## src/rtl/ram_rr_arbiter.sv

```systemverilog
// Round-robin arbiter sharing one single-port RAM between
// requesters A and B, one access in flight at a time.
//
// Ports:
//   clk, rst_n      clock, synchronous active-low reset
//   a_req_*         A command channel (valid/ready, we, addr, wdata)
//   a_rsp_*         A response channel (valid/ready, rdata)
//   b_req_*,b_rsp_* identical set for requester B
//   mem_we/addr/wdata  drive the RAM write_en, addr, data_in
//   mem_rdata       RAM data_out (combinational, = wdata on write)
module ram_rr_arbiter #(
   parameter int AW = 3,
   parameter int DW = 8
) (
   input  logic          clk,
   input  logic          rst_n,
   input  logic          a_req_valid,
   output logic          a_req_ready,
   input  logic          a_req_we,
   input  logic [AW-1:0] a_req_addr,
   input  logic [DW-1:0] a_req_wdata,
   output logic          a_rsp_valid,
   input  logic          a_rsp_ready,
   output logic [DW-1:0] a_rsp_rdata,
   input  logic          b_req_valid,
   output logic          b_req_ready,
   input  logic          b_req_we,
   input  logic [AW-1:0] b_req_addr,
   input  logic [DW-1:0] b_req_wdata,
   output logic          b_rsp_valid,
   input  logic          b_rsp_ready,
   output logic [DW-1:0] b_rsp_rdata,
   output logic          mem_we,
   output logic [AW-1:0] mem_addr,
   output logic [DW-1:0] mem_wdata,
   input  logic [DW-1:0] mem_rdata
);

   typedef enum logic [1:0] {
      IDLE,
      ACCESS,
      RESP
   } state_t;

   state_t state;
   logic   prio;
   logic   gnt;
   logic   mem_we_q;
   logic   pick_a;
   logic   pick_b;
   logic   idle;

   always_comb begin
      pick_a = 1'b0;
      pick_b = 1'b0;
      unique case (1'b1)
         (a_req_valid && !b_req_valid): pick_a = 1'b1;
         (!a_req_valid && b_req_valid): pick_b = 1'b1;
         (a_req_valid && b_req_valid): begin
            pick_a = !prio;
            pick_b = prio;
         end
         default: ;
      endcase
   end

   // Ready is withheld while reset is asserted so nothing
   // handshakes on a reset edge.
   assign idle        = (state == IDLE) && rst_n;
   assign a_req_ready = idle && pick_a;
   assign b_req_ready = idle && pick_b;

   // Gating with rst_n keeps a write from committing when
   // reset lands on its ACCESS edge.
   assign mem_we = mem_we_q && rst_n;

   always_ff @(posedge clk) begin
      if (!rst_n) begin
         state       <= IDLE;
         prio        <= 1'b0;
         gnt         <= 1'b0;
         mem_we_q    <= 1'b0;
         mem_addr    <= '0;
         mem_wdata   <= '0;
         a_rsp_valid <= 1'b0;
         b_rsp_valid <= 1'b0;
         a_rsp_rdata <= '0;
         b_rsp_rdata <= '0;
      end else begin
         unique case (state)
            IDLE: begin
               if (a_req_ready) begin
                  gnt       <= 1'b0;
                  prio      <= 1'b1;
                  mem_we_q  <= a_req_we;
                  mem_addr  <= a_req_addr;
                  mem_wdata <= a_req_wdata;
                  state     <= ACCESS;
               end else if (b_req_ready) begin
                  gnt       <= 1'b1;
                  prio      <= 1'b0;
                  mem_we_q  <= b_req_we;
                  mem_addr  <= b_req_addr;
                  mem_wdata <= b_req_wdata;
                  state     <= ACCESS;
               end
            end
            ACCESS: begin
               mem_we_q <= 1'b0;
               state    <= RESP;
               if (gnt) begin
                  b_rsp_rdata <= mem_rdata;
                  b_rsp_valid <= 1'b1;
               end else begin
                  a_rsp_rdata <= mem_rdata;
                  a_rsp_valid <= 1'b1;
               end
            end
            RESP: begin
               if (gnt && b_rsp_ready) begin
                  b_rsp_valid <= 1'b0;
                  state       <= IDLE;
               end else if (!gnt && a_rsp_ready) begin
                  a_rsp_valid <= 1'b0;
                  state       <= IDLE;
               end
            end
            default: state <= IDLE;
         endcase
      end
   end

endmodule

```

## config.mk

```make
export PLATFORM = sky130hd
export DESIGN_NAME = ram_rr_arbiter
export DESIGN_NICKNAME = d
export VERILOG_FILES = /design/src/rtl/ram_rr_arbiter.sv
export SDC_FILE = /design/constraint.sdc
export NUM_CORES = 1
export LEC_CHECK = 0
export ABC_AREA = 1
export ABC_CLOCK_PERIOD_IN_PS = 4000
export CORE_ASPECT_RATIO = 1.1
export CORE_MARGIN = 3
export CORE_UTILIZATION = 45
export DETAILED_ROUTE_END_ITERATION = 8
export PLACE_DENSITY = 0.85
export SKIP_CTS_REPAIR_TIMING = 1
export SLEW_MARGIN = 15
export SYNTH_ARGS = -nofsm -noshare
export SYNTH_HDL_FRONTEND = slang
export SYNTH_SLANG_ARGS = --single-unit
export TNS_END_PERCENT = 50
```

## constraint.sdc

```tcl
create_clock -name clk -period 4 [get_ports clk]
set_clock_uncertainty 0.1 [all_clocks]
set_input_delay 0.8 -clock clk [delete_from_list [all_inputs] [get_ports clk]]
set_output_delay 0.8 -clock clk [all_outputs]
set_load 0.02 [all_outputs]
```

# Word level (Yosys, flattened, before mapping)
# Index checks and enable logic that the tools add are counted.
dict set report classes {
  n_eq_ne 9
  muxes 25
  bitwise_logic 1
  reduce_logical 24
}
# operator count
set op_table {}
lappend op_table {{$mux W8} 2}
lappend op_table {{$mux W1} 11}
lappend op_table {{$ne A2 B2 Y1 const B} 5}
lappend op_table {{$pmux W1 S2} 5}
lappend op_table {{$reduce_and A2 Y1} 5}
lappend op_table {{$logic_and A1 B1 Y1} 9}
lappend op_table {{$mux W2} 4}
lappend op_table {{$mux W3} 2}
lappend op_table {{$ne A3 B3 Y1 const B} 2}
lappend op_table {{$pmux W2 S3} 1}
lappend op_table {{$reduce_bool A2 Y1} 3}
lappend op_table {{$logic_not A1 Y1} 4}
lappend op_table {{$reduce_and A4 Y1} 1}
lappend op_table {{$reduce_and A3 Y1} 1}
lappend op_table {{$eq A2 B1 Y1 const B} 1}
lappend op_table {{$eq A2 B2 Y1 const B} 1}
lappend op_table {{$logic_not A2 Y1} 1}
lappend op_table {{$not A1 Y1} 1}
dict set report totals {
  register_bits 34
  in_bits 38
  out_inout_bits 32
  word_cells 69
}

# Depth between registers and ports, before layout
dict set report logic_depth {
  depth_word 7
  depth_mapped 9
  depth_no_buf 9
}

# Worst setup path after synthesis
# OpenSTA, ideal clock, no wires.
dict set report synth_path {
  path_type {input to output}
  startpoint {in rst_n}
  endpoint {out b_req_ready}
  t_arrival_ns 1.463
  required_ns 3.100
  setup_slack_ns 1.637
  path_stages 5
  path_buffers 1
  path_cell_list {buf_6 > nand3_2 > inv_1 > nand2_1 > inv_1}
}
dict set report synth_via {
  elab_chain_len 2
}
# item line_no
set synth_rtl {}
lappend synth_rtl {{start, declared} 16} ;# input logic rst_n,
lappend synth_rtl {{$logic_and A1 B1 Y1} 69} ;# assign idle = (state == IDLE) && rst_n;
lappend synth_rtl {{$logic_and A1 B1 Y1} 71} ;# assign b_req_ready = idle && pick_b;
lappend synth_rtl {{end, declared} 26} ;# output logic b_req_ready,
# No other way between the ends.

# Worst setup path in the final report
dict set report layout_path {
  startpoint {in rst_n}
  endpoint {out a_req_ready}
}
dict set report layout_via {
  elab_chain_len 2
}
# item line_no
set layout_rtl {}
lappend layout_rtl {{$logic_and A1 B1 Y1} 69}
lappend layout_rtl {{$logic_and A1 B1 Y1} 70} ;# assign a_req_ready = idle && pick_a;
lappend layout_rtl {{end, declared} 18} ;# output logic a_req_ready,
# No other way between the ends.

==> metrics.txt <==
post-synthesis sequential area ratio=43.0%; wire length per cell=12.4 um; GPL Wtd Cong=0.879; Clock Sink Count=34; Setup-failing EPs final=0; Vias/cell=4.73; post-synth top area share=43.0%; final-stage net count=339; leakage power=1.11 nW; critical path endpoint category=output pin; WHS=0.368 ns; Routed Antenna Nets=0; DR vias=1624; cell accounting for the most synthesized area=dfxtp_1; CP arrival=2.69 ns; clk root buf=clkbuf_4; layout cells sized above 1=5.05%; post-route DRC violation count=0; Least-Margin Pin Slew=0.347 ns; die span in x=62.6 um; Num CTS Buffers=5; Avg Cell Area, Syn=7.07 sq um; asr flop ratio synth=0%; Max Cap Violations=0; headroom to the max-slew limit=76.8%; Chip Height=68.2 um; Mapped Area=1580 sq um; CTS tree=yes; Place WS=0.437 ns; Netlist cell types=19; Core Util, Final=75.2%; Crit Path Class=input port to output pin; fin crit period=3.59 ns; worst hold path type=flop to flop; Max Buffers Root-to-Sink=2; Commonest cells post-synth=nand2_1 (38), nor2_1 (38), dfxtp_1 (34), nand3_1 (34), inv_1 (32); synthesis-stage register bit count=34; GRT Util Overall=21.0%; FP Rows=21; Die Area=4270 sq um; pin count of the biggest net entering global routing=30; Final Max Tran Viols=0; Initial Util=49.4%; cell count after synthesis=224; cell area power density=585 nW/um^2; Primary FF master, synth=dfxtp_1; RSZ-0062 raised after global routing=no; routing usage on met1=24.2%; TritonRoute pass-1 iters=4; setup TNS=0 ns; met2 Use GR=38.6%; # diodes=0; initial antenna violation count=0; Synth Warn #=0; final worst setup slack=0.409 ns; Hold Fails Final Rpt=0; Area Growth Syn to Fin=52.1%; DP Wirelength=3210 um; Worst-Skew Late Latency=0.34 ns; # H-tree levels=2; outcome=completed; CP startpoint kind=input port; I/O pin cnt=70; number of global-route vias before repair=1559; EDFF count, synth=0; Core Region=3210 sq um; fin crit share=89.8%; met3 Resource Use GR=6.08%; Buffers on Ports=69; first-pass GRT wire length=7100 um; CP max FO=9; fmax=278 MHz; clock-pin slew on the worst setup and hold paths=0.11 ns; Area contributors post-synth=dfxtp_1 (43%), nand3_1 (11%), nand2_1 (9.0%), nor2_1 (9.0%), inv_1 (7.6%); maximum VDD drop=0.000279 V; Post-Synthesis Net Count=267; Most Crowded Layer GR=met2; DRT Wirelength=4260 um; Power, Total=1.41 mW; fill count=272; Starting DRT DRC Count=74; GRT Residual Overflow=0; CP required=3.10 ns
-- metrics by stage --
step | std cells | area, sq um
finish | 343 | 2410
global placement | 335 | 2300
detailed placement | 335 | 2300
floorplan | 224 | 1580
global route | 343 | 2410
CTS | 343 | 2410
-- registers in the layout (all words and copies together), names as in the netlist --
name and flops:
mem_wdata 8, mem_we_q 1, prio 1, b_rsp_valid 1, a_rsp_valid 1, a_rsp_rdata 8, b_rsp_rdata 8, gnt 1
mem_addr 3, state 2
-- critical path: stages --
cell             delay [ns]
clkdlybuf4s50_1        0.67
nand3_2                0.30
nor2_4                 0.28
clkdlybuf4s50_1        0.65
-- cell type report --
| class | instances | area [sq um] | share of cell area (%) |
|---|---|---|---|
| Inverter | 33 | 124 | 5.14 |
| Clock inverter | 3 | 68.8 | 2.86 |
| Sequential cell | 34 | 681 | 28.2 |
| Timing Repair Buffer | 71 | 706 | 29.3 |
| Tap cell | 46 | 57.6 | 2.39 |
| Multi-Input combinational cell | 151 | 736 | 30.5 |
| Clock buffer | 5 | 37.5 | 1.56 |
-- placed cells by master (no fill, tap or decap), drive strengths merged, types with 4 or more instances in the layout --
master         count
nor2              40
nand3             36
nand2             39
dfxtp             34
ha                 5
clkbuf             5
inv               32
clkdlybuf4s50     69
a21oi              4
o21ai             23
-- kinds of logic (layout without fill, tap and decap cells) --
kind of cell / count (synthesis) / in the layout / synth area share [%]
AND/OR/NAND/NOR: 117 / 117 / 33.0
buffers and inverters: 39 / 112 / 10.6
flip-flops: 34 / 34 / 43.0
AO/OA/AOI/OAI: 29 / 29 / 9.48
adder cells (fa/ha/maj): 5 / 5 / 3.95
-- power breakdown --
group / internal, mW / switching (mW)
sequential: 0.427 / 0.0490
clock: 0.195 / 0.125
combinational: 0.267 / 0.345
total: 0.890 / 0.519
-- metal layers --
| layer | share of wire [%] | vias up |
|---|---|---|
| met2 | 48 | 59 |
| li1 | - | 852 |
| met3 | 6.8 | 8 |
| met1 | 44 | 705 |
| met4 | 1.1 | 0 |
| met5 | 0 | - |
-- final timing paths --
kind               startpoint           to  slack, ns  cells after the start
setup / recovery        rst_n  a_req_ready       0.41                      4
hold / removal    b_rsp_valid  b_rsp_valid       0.37                      2
setup reg to reg     state[1]  a_rsp_valid       2.19                      6
hold reg to reg   b_rsp_valid  b_rsp_valid       0.37                      2
Note: power is estimated with default switching activity, not from simulation.
==> RTL change 1, RTL diff (config.mk and constraints unchanged) <==
The 3 states of `state_t` get a one-hot encoding in 3 bits.
--- a/src/rtl/ram_rr_arbiter.sv
+++ b/src/rtl/ram_rr_arbiter.sv
@@ -37,8 +37,8 @@
 );
 
-   typedef enum logic [1:0] {
-      IDLE,
-      ACCESS,
-      RESP
+   typedef enum logic [2:0] {
+      IDLE   = 3'b001,
+      ACCESS = 3'b010,
+      RESP   = 3'b100
    } state_t;
 
Function: no difference found for any inputs over 10 cycles, from zero or initial values and one cycle with rst_n low; not proved beyond that.
==> RTL change 1 against the original RTL <==
Final area fell by 2.9%; die area decreased by 2.2%; routed wire length is 1.5% higher; worst setup slack improved by 0.13 ns; sequential cell count rose by 1; first-iteration DRC count is 41% higher; area after synthesis is 2.4% lower.
Power is not compared: it rests on default switching activity, and its combinational part moved more than twofold at a synthesized area within 25%.
==> RTL change 1: results (changes against the original RTL) <==
vias in the first global route 1,520 (-2.5%); Hold Crit Start mem_wdata[4]$_SDFFE_PN0P_; Root Buffer Master clkbuf_4; dpl cell area 2270 um2 (-1.3%); worst r2r dst mem_wdata[3]$_SDFFE_PN0P_; Hold Path Sink mem_wdata[4]$_SDFFE_PN0P_; final hold slack 0.388 ns (+0.0206 ns); FFs w/ async S/R, synth 0 (unchanged); beginning of the critical path rst_n; routed len/inst 13.3 um (+7.1%); syn_nets 244 (-8.6%); Filler Cells Inserted 269 (-1.1%); initial drt markers 104 (+41%); post-DP HPWL 3.27 mm (+1.8%); Crit Path Max Fanout 17 (+8); Main synth FF type dfxtp_1; 1st-pass router iterations 4 (unchanged); Top delay family on crit path buffers and inverters; Unique masters post-synth 24 (+5); gp weighted congestion 0.819 (-6.8%); largest net degree at the start of global routing 21 (-30%); register area share after synthesis 0.453 (+0.0234); Arr. time, crit path 2.56 ns (-0.13 ns); largest cells by area after synthesis dfxtp_1 (45%), nor2_1 (10%), nand3_1 (8.7%); relative slew slack 0.659 (-0.108); Place WS 0.561 ns (+0.124 ns); final worst setup slack 0.538 ns (+0.129 ns); FF-to-FF path depth 7 (+1); Setup crit end b_req_ready; first-pass GRT wire length 6.87 mm (-3.2%); peak per-stage delay on the critical path 0.61 ns (-0.06 ns); vias post-DR 1,578 (-2.8%); setup TNS 0 ns (unchanged); status finished clean; Critical R2R Launch state[1]$_SDFFE_PN0P_; M1 GR Usage 0.283 (+0.0407); share of layout cells above drive strength 1 0.122 (+0.0714); commonest cells in the netlist nor2_1 (43), dfxtp_1 (35), nand3_1 (27); synthesized area per cell 7.51 um2 (+6.2%); Layout Cells excl Fill 325 (-5.2%); gr usage total 0.225 (+0.0151); reg2reg setup slack 2.34 ns (+0.15 ns); Placed Instances 317 (-5.4%); Nets 316 (-6.8%); hold path depth 2 (unchanged); GRT met2 Usage 0.357 (-0.0288); FF+latch area 701 um2 (+2.9%); GR Util met3 0.0765 (+0.0157)
-- RTL change 1: logic make-up (layout without fill, tap and decap cells) --
kind of cell | count (synthesis) | in the layout | synth area share
simple gates | 102 | 102 | 0.299
compound gates | 37 | 37 | 0.150
flops | 35 | 35 | 0.453
buf+inv | 32 | 105 | 0.0979
-- RTL change 1: power by group --
| group | leakage, nW | total (mW) | internal, mW | switching [mW] |
|---|---|---|---|---|
| Sequential | 0.285 | 0.396 | 0.376 | 0.0198 |
| Combinational | 0.693 | 0.234 | 0.108 | 0.126 |
| Clock | 0.0345 | 0.213 | 0.0865 | 0.126 |
-- RTL change 1: area by class of cell --
class,count,share of cell area
sequential,35,0.299
multi-input combinational,139,0.297
timing repair buffer,72,0.305
inverter,25,0.0460
clock inverter,2,0.00695
tap,46,0.0246
clock buffer,6,0.0219
-- RTL change 1: per-layer routing --
layer | up-vias | wire length, um
li1 | 808 | -
met1 | 713 | 1820
met2 | 49 | 2170
met3 | 8 | 259
met4 | 0 | 76
met5 | - | 0
==> RTL change 2, RTL diff (config.mk and constraints unchanged) <==
Made on the original files. Change the parameter `DW` from 8 to 9.
--- a/src/rtl/ram_rr_arbiter.sv
+++ b/src/rtl/ram_rr_arbiter.sv
@@ -11,5 +11,5 @@
 module ram_rr_arbiter #(
    parameter int AW = 3,
-   parameter int DW = 8
+   parameter int DW = 9
 ) (
    input  logic          clk,
Interface: changed (6 resized); port bits go from 70 to 76. No check against the original RTL was run, so the function may have changed too.
==> RTL change 2 against the original RTL <==
Maximum frequency is essentially flat; sequential cell count grew 3; synthesized cell count grew 6.3%; count of clock-buffer cells in the layout is the same; non-clock buffer count grew 8; area after synthesis grew 7.8%; final area grew 6.2%; die area grew 7.1%; first-iteration DRC count grew 62%; routed wire length grew 7.2%; total power shrank 1.6%; worst setup slack gained 0.0024 ns; critical path depth grew 2; global-route usage grew 1.1 points; largest cell class unchanged.
==> RTL change 2: results (changes against the original RTL) <==
status finished clean; Nets 360 (+6.2%); syn_nets 284 (+6.4%); first-pass GRT wire length 8.04 mm (+13%); Sequential Power 507 uW (+6.5%); Comb power frac 0.455 (+0.021); P_leak 1.14 nW (+2.6%); Non-Clock Buffer Area Fraction 0.305 (+0.0123); sequential cell area share 0.289 (+0.00704); Setup crit end b_req_ready; post-synthesis compound-gate area fraction 0.0791 (-0.0157); count of multi-input gates 162 (+7.3%); gr usage total 0.221 (+0.0111); Net Sw Frac 0.377 (+0.00923); gp weighted congestion 0.847 (-3.6%); share of layout cells above drive strength 1 0.0732 (+0.0227); #FFs+latches synth 37 (+8.8%); maximum VDD drop 0.000422 V (+51%); M1 GR Usage 0.275 (+0.0323); GRT met2 Usage 0.373 (-0.0134); routed wire length 4.57 mm (+7.2%); ClkCell Share 0.0284 (-0.0158); post-DP HPWL 3.51 mm (+9.2%); Non-clk invs 29 (-12%); # port buffers 75 (+8.7%); vias in the first global route 1,684 (+8.0%); commonest cells in the netlist nand3_1 (42), nor2_1 (42), dfxtp_1 (37); reg2reg setup slack 2.12 ns (-0.07 ns); actual slew at the worst max-slew pin 0.442 ns (+0.0945 ns); WL met2 2.41 mm (+18%); initial drt markers 120 (+62%); register area share after synthesis 0.434 (+0.00400); Post-Synth Adder-Cell Area 0.0366 (-0.00286); Synth Instances 238 (+6.3%); largest cells by area after synthesis dfxtp_1 (43%), nand3_1 (12%), nor2_1 (9.2%); GR Util met3 0.0587 (-0.00203); vias post-DR 1,747 (+7.6%); Clock Latency Late Sink 0.34 ns (about the same); largest net degree at the start of global routing 19 (-37%); met3 wire length 223 um (-23%)
RTL change 2: changes by cell type after synthesis, sizes merged, moves of 2 or more:
| cell | delta |
|---|---|
| buf | +2 |
| clkbuf | +2 |
| dfxtp | +3 |
| inv | -5 |
| nand2 | +2 |
| nand3 | +8 |
| nor2 | +4 |
| o21ai | -3 |
RTL change 2: per-stage QoR:
| step | worst slack [ns] | util | cell area (um2) | total power [mW] | hold slack, ns |
|---|---|---|---|---|---|
| final | 0.411 | 0.732 | 2560 | 1.39 | 0.371 |
| after global routing | 0.305 | 0.732 | 2560 | 1.49 | 0.401 |
| after CTS | 0.420 | 0.732 | 2560 | 1.40 | 0.377 |
| after detailed placement | 0.450 | 0.711 | 2490 | 1.15 | 0.355 |
| after global placement | 0.479 | 0.711 | 2490 | 1.13 | 0.358 |
| after floorplan | 1.70 | - | 1710 | 0.892 | 0.356 |
RTL change 2: logic make-up after synthesis:
family,count (synthesis)
simple gates,131
buf+inv,39
fa+ha+maj,5
flops,37
compound gates,26
